File: src/rtl/slave_spi_param.sv
// SPI slave clocked directly by sck. It receives one WIDTH-bit word on mosi
// while it returns data_in on miso. Words can follow each other with no gap
// while ss stays low. Each completed word goes to the local logic as a
// data_out/rx_valid pair. If the local logic is busy, the word is dropped
// and the sticky overrun flag is set.
module slave_spi_param #(
    parameter  int WIDTH     = 8,
    parameter  int LSB_FIRST = 1,
    localparam int CNT_W     = $clog2(WIDTH)
) (
    input  logic             sck,
    input  logic             rst,
    input  logic             ss,
    input  logic             en,
    input  logic             mosi,
    output logic             miso,
    input  logic             busy,
    input  logic [WIDTH-1:0] data_in,
    output logic [WIDTH-1:0] data_out,
    output logic             rx_valid,
    output logic             overrun,
    output logic             irq,
    output logic [CNT_W-1:0] bit_cnt
);

    typedef enum logic {
        IDLE  = 1'b0,
        SHIFT = 1'b1
    } state_t;

    localparam logic [CNT_W-1:0] LAST_BIT = CNT_W'(WIDTH - 1);
    localparam logic [CNT_W-1:0] CNT_ONE  = CNT_W'(1);

    state_t           state_q, state_d;
    logic [WIDTH-1:0] rx_sr, rx_d;
    logic [WIDTH-1:0] tx_sr, tx_d;
    logic [CNT_W-1:0] cnt_d;
    logic             miso_d;
    logic [WIDTH-1:0] dout_d;
    logic             vld_d;
    logic             ovr_d;
    logic [WIDTH-1:0] rx_word;

    // Bit that leaves first for the configured bit order.
    function automatic logic first_bit(input logic [WIDTH-1:0] v);
        return (LSB_FIRST != 0) ? v[0] : v[WIDTH-1];
    endfunction

    // Move the next tx bit into the first_bit position.
    function automatic logic [WIDTH-1:0] tx_shift(input logic [WIDTH-1:0] v);
        return (LSB_FIRST != 0) ? (v >> 1) : (v << 1);
    endfunction

    // Shift one received bit in. After WIDTH shifts, the first bit that
    // arrived sits at bit 0 (LSB first) or at bit WIDTH-1 (MSB first). Any
    // stale content has been pushed out, so no clear is needed between words.
    function automatic logic [WIDTH-1:0] rx_shift(input logic [WIDTH-1:0] v,
                                                  input logic             b);
        return (LSB_FIRST != 0) ? {b, v[WIDTH-1:1]} : {v[WIDTH-2:0], b};
    endfunction

    // The word as it stands once this edge's mosi bit is included.
    assign rx_word = rx_shift(rx_sr, mosi);

    // State register.
    always_ff @(posedge sck or negedge rst) begin
        if (!rst) state_q <= IDLE;
        else      state_q <= state_d;
    end

    // Next-state and datapath decode. An edge that starts a word is taken
    // both from IDLE and from the edge right after a completed word. That
    // second case is what makes back-to-back words possible.
    always_comb begin
        state_d = state_q;
        cnt_d   = bit_cnt;
        rx_d    = rx_sr;
        tx_d    = tx_sr;
        miso_d  = 1'b0;
        dout_d  = data_out;
        vld_d   = 1'b0;
        ovr_d   = overrun;

        unique case (state_q)
            IDLE: begin
                if (!ss && en) begin
                    state_d = SHIFT;
                    tx_d    = tx_shift(data_in);
                    miso_d  = first_bit(data_in);
                    rx_d    = rx_word;
                    cnt_d   = CNT_ONE;
                end
            end

            SHIFT: begin
                if (ss) begin
                    // Abort: the partial word is discarded without a trace.
                    state_d = IDLE;
                    cnt_d   = '0;
                end else if (bit_cnt == '0) begin
                    // Word boundary. Start the next word, or leave once en
                    // has dropped. en is only looked at here, so a word
                    // that is already running is never cut short.
                    if (en) begin
                        tx_d   = tx_shift(data_in);
                        miso_d = first_bit(data_in);
                        rx_d   = rx_word;
                        cnt_d  = CNT_ONE;
                    end else begin
                        state_d = IDLE;
                    end
                end else begin
                    tx_d   = tx_shift(tx_sr);
                    miso_d = first_bit(tx_sr);
                    rx_d   = rx_word;
                    if (bit_cnt == LAST_BIT) begin
                        cnt_d = '0;
                        if (!busy) begin
                            dout_d = rx_word;
                            vld_d  = 1'b1;
                        end else begin
                            ovr_d = 1'b1;
                        end
                    end else begin
                        cnt_d = bit_cnt + CNT_ONE;
                    end
                end
            end

            default: begin
                state_d = IDLE;
                cnt_d   = '0;
            end
        endcase
    end

    // Datapath registers. rx_valid is rebuilt on every edge, so it can
    // never last longer than one sck cycle.
    always_ff @(posedge sck or negedge rst) begin
        if (!rst) begin
            bit_cnt  <= '0;
            rx_sr    <= '0;
            tx_sr    <= '0;
            miso     <= 1'b0;
            data_out <= '0;
            rx_valid <= 1'b0;
            overrun  <= 1'b0;
        end else begin
            bit_cnt  <= cnt_d;
            rx_sr    <= rx_d;
            tx_sr    <= tx_d;
            miso     <= miso_d;
            data_out <= dout_d;
            rx_valid <= vld_d;
            overrun  <= ovr_d;
        end
    end

    assign irq = rx_valid | overrun;

endmodule

File: config.mk
export PLATFORM = sky130hd
export DESIGN_NAME = slave_spi_param
export DESIGN_NICKNAME = d
export VERILOG_FILES = /design/src/rtl/slave_spi_param.sv
export SDC_FILE = /design/constraint.sdc
export NUM_CORES = 1
export LEC_CHECK = 0
export CAP_MARGIN = 40
export CORE_MARGIN = 1.5
export CORE_UTILIZATION = 49
export DETAILED_ROUTE_END_ITERATION = 6
export PLACE_DENSITY_LB_ADDON = 0.1
export SLEW_MARGIN = 0
export SYNTH_ARGS = -nofsm -noshare
export SYNTH_HDL_FRONTEND = slang
export SYNTH_SLANG_ARGS = --single-unit
File: constraint.sdc
create_clock -name sck -period 1.9 [get_ports sck]
set_input_delay 0.19 -clock sck [delete_from_list [all_inputs] [get_ports sck]]
set_output_delay 0.19 -clock sck [all_outputs]
set_load 0.02 [all_outputs]
==> results.ini, run 1 <==
[status]
status = finished, final reports clean

[cells_and_area]
drive_above_1_share = 0.2847
nets = 154
fillers = 204
area_delta_synth_final_pct = 27.16
diodes = 0
fin_area_um2 = 1734
layout.cells.non_filler = 167
seqCellArea_um2 = 725.7
multi_input_area_um2 = 556.8

[timing]
skew_ns = 0.01205
grt_setup_unrepaired = no
final_max_slew_viol_count = 0
fmax_ghz = 0.5743
worstMarginPinSlew_ns = 0.4522
fin_tns_setup_ns = 0
hold_viol_final = 0
setup_viol = 0
maxSlewHeadroom = 0.6986
period_needed_ns = 1.741
finalCritPeriodShare = 0.9164

[synthesis]
netlist_area_um2 = 1364
syn_inst = 103
synth-xor-area-share = 0
synth_commonest_cells = dfrtp_1, mux2_2, inv_1
yosysSeqAreaShare = 0.5321
muxShareOfSynthArea = 0.1294
yosys_warnings = 0
yosys.area_share.simple = 0.09083
ys_ff_latch = 29
synth_compound_area_frac = 0.1606
synth_edf_count = 0
post_synth.cell_area_avg_um2 = 13.24
synth_most_common_cell = dfrtp_1
synth_top_family_by_area = compound AO/OA/AOI/OAI gates
synthTopCellsByArea = dfrtp_1, mux2_2, a221oi_2
synth.distinct_cells = 27
syn_nets = 120
yosysTopAreaCellShare = 0.5321
async_flop_share = 1.000
yosys_most_used_dff = dfrtp_1
yosysTopAreaCell = dfrtp_1
synthAdderAreaFrac = 0.02752

[setup_path]
slowest_stage = clkdlybuf4s50_1
max_stage_delay_ns = 0.54
critPathBufInv = 1
path_cells = or2_2, clkdlybuf4s50_1
arrival_ns = 1.55
end_kind = output pin
path_class = flip-flop to output pin
crit_family = buffers and inverters
start_kind = flip-flop
cp.required_ns = 1.71
crit_fanout = 3

[placed_design]
port-buffer-count = 28
place_hpwl_um = 1780
place_inst = 160
place_area_um2 = 1679
place_congestion = 0.7447

[pwr]
ir_drop_uv = 704.9
p_sw_w = 0.0005894
pwr-share-seq = 0.480
p_leak_nw = 0.8291
power_density_nw_per_um2 = 1052
swShare = 0.3230
p_comb_frac = 0.315
internal_power_w = 0.001236
clockPowerShare = 0.205

[grt]
grt_overflow = 0
met1_usage = 0.2057
grt_pass1_vias = 987
grt-busiest-layer = met2
antenna_found_initial = 0
grt_max_degree = 30
grt_util_met2 = 0.3146
grt_pass1_wl_um = 4443
met3_usage = 0.08140
grt_usage = 0.1864

[clock_network]
postCtsHoldBufs = 0
htreeDepth = 2
cts_buffer_depth = 2
cts_buffers = 5
cts_tree = built
cts.clk_slew.worst_paths_ns = 0.09
clock_sinks = 29
post_cts_resized = 0
postCtsSetupBuffers = 0
cts_root_buf = clkbuf_4
clk_latency_ns = 0.33

[routing]
routed_wl_um = 2464
vias = 916
post_drt_wl_per_cell_um = 14.75
dr.pass1.iters = 4
drc_errors = 0
initialDrtViolationCount = 19
vias_per_cell = 5.485
drtAntennaViolNets = 0

[floorplanning]
dieWidth_um = 55.76
start_util = 0.5359
ios = 29
core-area_um2 = 2545
dieArea_um2 = 3109
die_h_um = 55.76
fp-row-count = 18

[flow_run]
drv_cap = 0

[hold_path]
min_path_type = primary input to async pin

==> placed cells by master, fill, tap and decap left out, drive strengths merged, types with 2 or more instances in the layout <==
| cell | n |
|---|---|
| clkdlybuf4s50 | 28 |
| and2 | 2 |
| clkbuf | 7 |
| nand2b | 2 |
| a32o | 3 |
| inv | 11 |
| nand2 | 3 |
| ha | 3 |
| nor2 | 6 |
| a211oi | 6 |
| a221oi | 6 |
| nor2b | 2 |
| buf | 5 |
| a21oi | 2 |
| mux2 | 15 |
| dfrtp | 29 |
==> per-layer routing <==
| metal | vias up | part of all wire |
|---|---|---|
| met4 | 0 | 0.018 |
| met5 | - | 0 |
| li1 | 439 | - |
| met3 | 7 | 0.072 |
| met2 | 30 | 0.49 |
| met1 | 440 | 0.42 |
==> final timing paths <==
path	start	endpoint	slack (ns)	depth (start not counted)
worst max-delay path	overrun	irq	0.16	2
worst min-delay path	rst	tx_sr[3]	0.23	2
worst max register to register	bit_cnt[0]	bit_cnt[0]	0.22	5
worst min register to register	overrun	overrun	0.50	1
max in group asynchronous	rst	overrun	1.38	2
min in group sck	data_in[7]	tx_sr[6]	0.50	2
==> through the flow <==
| stage | setup WS, ns | hold WS [ns] | util | total power [W] |
|---|---|---|---|---|
| after floorplan | 0.2829 | -0.1056 | - | 0.001299 |
| after global placement | 0.1698 | 0.4803 | 0.6598 | 0.001458 |
| after detailed placement | 0.1392 | 0.4894 | 0.6598 | 0.001472 |
| after CTS | 0.1266 | 0.2315 | 0.6814 | 0.001855 |
| after global routing | 0.1064 | 0.2733 | 0.6814 | 0.001946 |
| final | 0.1587 | 0.2269 | 0.6814 | 0.001825 |
==> logic make-up (layout without fill, tap and decap cells) <==
| kind of cell | count (synthesis) | count (layout) |
|---|---|---|
| flops | 29 | 29 |
| simple gates | 18 | 18 |
| buf+inv | 17 | 51 |
| mux | 15 | 15 |
| fa+ha+maj | 3 | 3 |
| compound gates | 21 | 21 |
==> flip-flops by register name, summed over array words and instances (netlist names) <==
signal,count
rx_valid,1
data_out,8
rx_sr,7
miso,1
bit_cnt,3
tx_sr,7
overrun,1
state_q,1
==> power groups by stage <==
| stage | logic (W) | registers [W] | clock network (W) |
|---|---|---|---|
| after global routing | 0.000630 | 0.000899 | 0.000417 |
| after global placement | 0.000570 | 0.000888 | 0 |
| after CTS | 0.000582 | 0.000880 | 0.000393 |
| after detailed placement | 0.000580 | 0.000893 | 0 |
| final | 0.000575 | 0.000876 | 0.000374 |
| after floorplan | 0.000414 | 0.000885 | 0 |
==> area by class of cell <==
cell class,count,area share
flip-flops and latches,29,0.4185
multi-input cells,57,0.3211
repair buffers,33,0.1833
clock buffers,7,0.03175
inverters,11,0.02381
well taps,30,0.02165
Power figures use the tool's default switching activity.
==> run 2, diff against run 1 <==
CORE_ASPECT_RATIO = 0.7   (was default)
CORE_UTILIZATION = 53   (was 49)
clock period = 2.25 ns   (was 1.9 ns; I/O delays follow)
==> results.ini, run 2 (synthesis results as in run 1) <==
[status]
status = finished, final reports clean

[routing]
routed_wl_um = 2672
drtAntennaViolNets = 0
post_drt_wl_per_cell_um = 15.81
dr.pass1.iters = 4
vias = 917
initialDrtViolationCount = 36
vias_per_cell = 5.426
drc_errors = 0

[placed_design]
place_hpwl_um = 1807
place_area_um2 = 1662
port-buffer-count = 28
place_congestion = 0.8173
place_inst = 161

[cells_and_area]
layout.cells.non_filler = 169
final_common_cell = dfrtp_1
largest_register_ffs = 8
fin_area_um2 = 1778
reg_top3 = data_out x8, rx_sr x7, tx_sr x7
layout_common_cells = dfrtp_1, clkdlybuf4s50_1, mux2_2
drive_above_1_share = 0.2741
fillers = 180
area_delta_synth_final_pct = 30.37
largest_register = data_out
nets = 151
diodes = 0

[pwr]
clockPowerShare = 0.307
swShare = 0.3002
p_sw_w = 0.0005376
p_comb_frac = 0.270
pwr-share-seq = 0.423
internal_power_w = 0.001253
p_leak_nw = 0.8415
ir_drop_uv = 782.8
power_density_nw_per_um2 = 1007

[setup_path]
arrival_ns = 1.50
startpoint = overrun
worst-path-stages = 2
crit_family = buffers and inverters
reg2reg_to = bit_cnt[0]
path_class = flip-flop to output pin
start_kind = flip-flop
max_stage_delay_ns = 0.54
reg2reg_slack_ns = 0.54
end_kind = output pin
rr_startpoint = bit_cnt[0]
critPathBufInv = 1
r2r_cells = 5
crit_fanout = 3
path_cells = or2_2, clkdlybuf4s50_1
cp.required_ns = 2.03
slowest_stage = clkdlybuf4s50_1

[timing]
fin_tns_setup_ns = 0
worstMarginPinSlew_ns = 0.4705
setup_viol = 0
maxSlewHeadroom = 0.6864
skew_ns = 0.009276
fmax_ghz = 0.5789
period_needed_ns = 1.727
hold_viol_final = 0
final_max_slew_viol_count = 0
grt_setup_unrepaired = no
finalCritPeriodShare = 0.7678

[flow_run]
drv_cap = 0

[grt]
grt_usage = 0.2124
grt_overflow = 0
grt_pass1_wl_um = 4319
antenna_found_initial = 0
grt_max_degree = 30
grt_pass1_vias = 914

[clock_network]
clock_sinks = 29
postCtsHoldBufs = 0
cts.clk_slew.worst_paths_ns = 0.06
cts_buffer_depth = 2
htreeDepth = 2
clk_latency_ns = 0.28
cts_buffers = 5
cts_root_buf = clkbuf_8
post_cts_resized = 0
postCtsSetupBuffers = 0
cts_tree = built

[floorplanning]
start_util = 0.5547
die_h_um = 45.44
fp-row-count = 15
dieWidth_um = 63.63
dieArea_um2 = 2891
ios = 29
core-area_um2 = 2459

[hold_path]
min_path_type = primary input to async pin

## run 2: how the worst max path moves through the flow
stage                            end  slack (ns)
after floorplan             rx_sr[2]        0.63
after global placement      rx_sr[1]        0.40
after detailed placement    rx_sr[5]        0.33
after CTS                        irq        0.51
after global routing      bit_cnt[0]        0.44
final                            irq        0.52
## run 2: metal layers
layer,share of wire,track usage,up-vias
li1,-,-,433
met1,0.48,0.2714,451
met2,0.44,0.3095,29
met3,0.065,0.09901,4
met4,0.014,0.1043,0
met5,0,0,-
## run 2: layout make-up
cell class	instances	area, um2	share of cell area
Clock buffer	7	86.33	0.04856
Clock inverter	1	30.03	0.01689
Inverter	11	41.29	0.02322
Multi-Input combinational cell	57	556.8	0.3132
Sequential cell	29	725.7	0.4082
Tap cell	34	42.54	0.02393
Timing Repair Buffer	30	295.3	0.1661
## run 2: through the flow
| step | total power, W | worst slack [ns] | util | hold slack, ns |
|---|---|---|---|---|
| 2_1_floorplan | 0.001097 | 0.6329 | - | -0.07059 |
| 3_3_place_gp | 0.001221 | 0.3993 | 0.6758 | 0.4838 |
| 3_5_place_dp | 0.001247 | 0.3330 | 0.6758 | 0.4740 |
| 4_1_cts | 0.001806 | 0.5109 | 0.7232 | 0.3428 |
| 5_1_grt | 0.001890 | 0.4426 | 0.7232 | 0.3764 |
| 6_report | 0.001791 | 0.5225 | 0.7232 | 0.3256 |
## run 2: power groups by stage
stage          Clock [W]  Sequential, W  Combinational, W
2_1_floorplan          0       0.000747          0.000350
3_3_place_gp           0       0.000756          0.000465
3_5_place_dp           0       0.000763          0.000484
4_1_cts         0.000564       0.000756          0.000486
5_1_grt         0.000586       0.000775          0.000529
6_report        0.000551       0.000757          0.000483
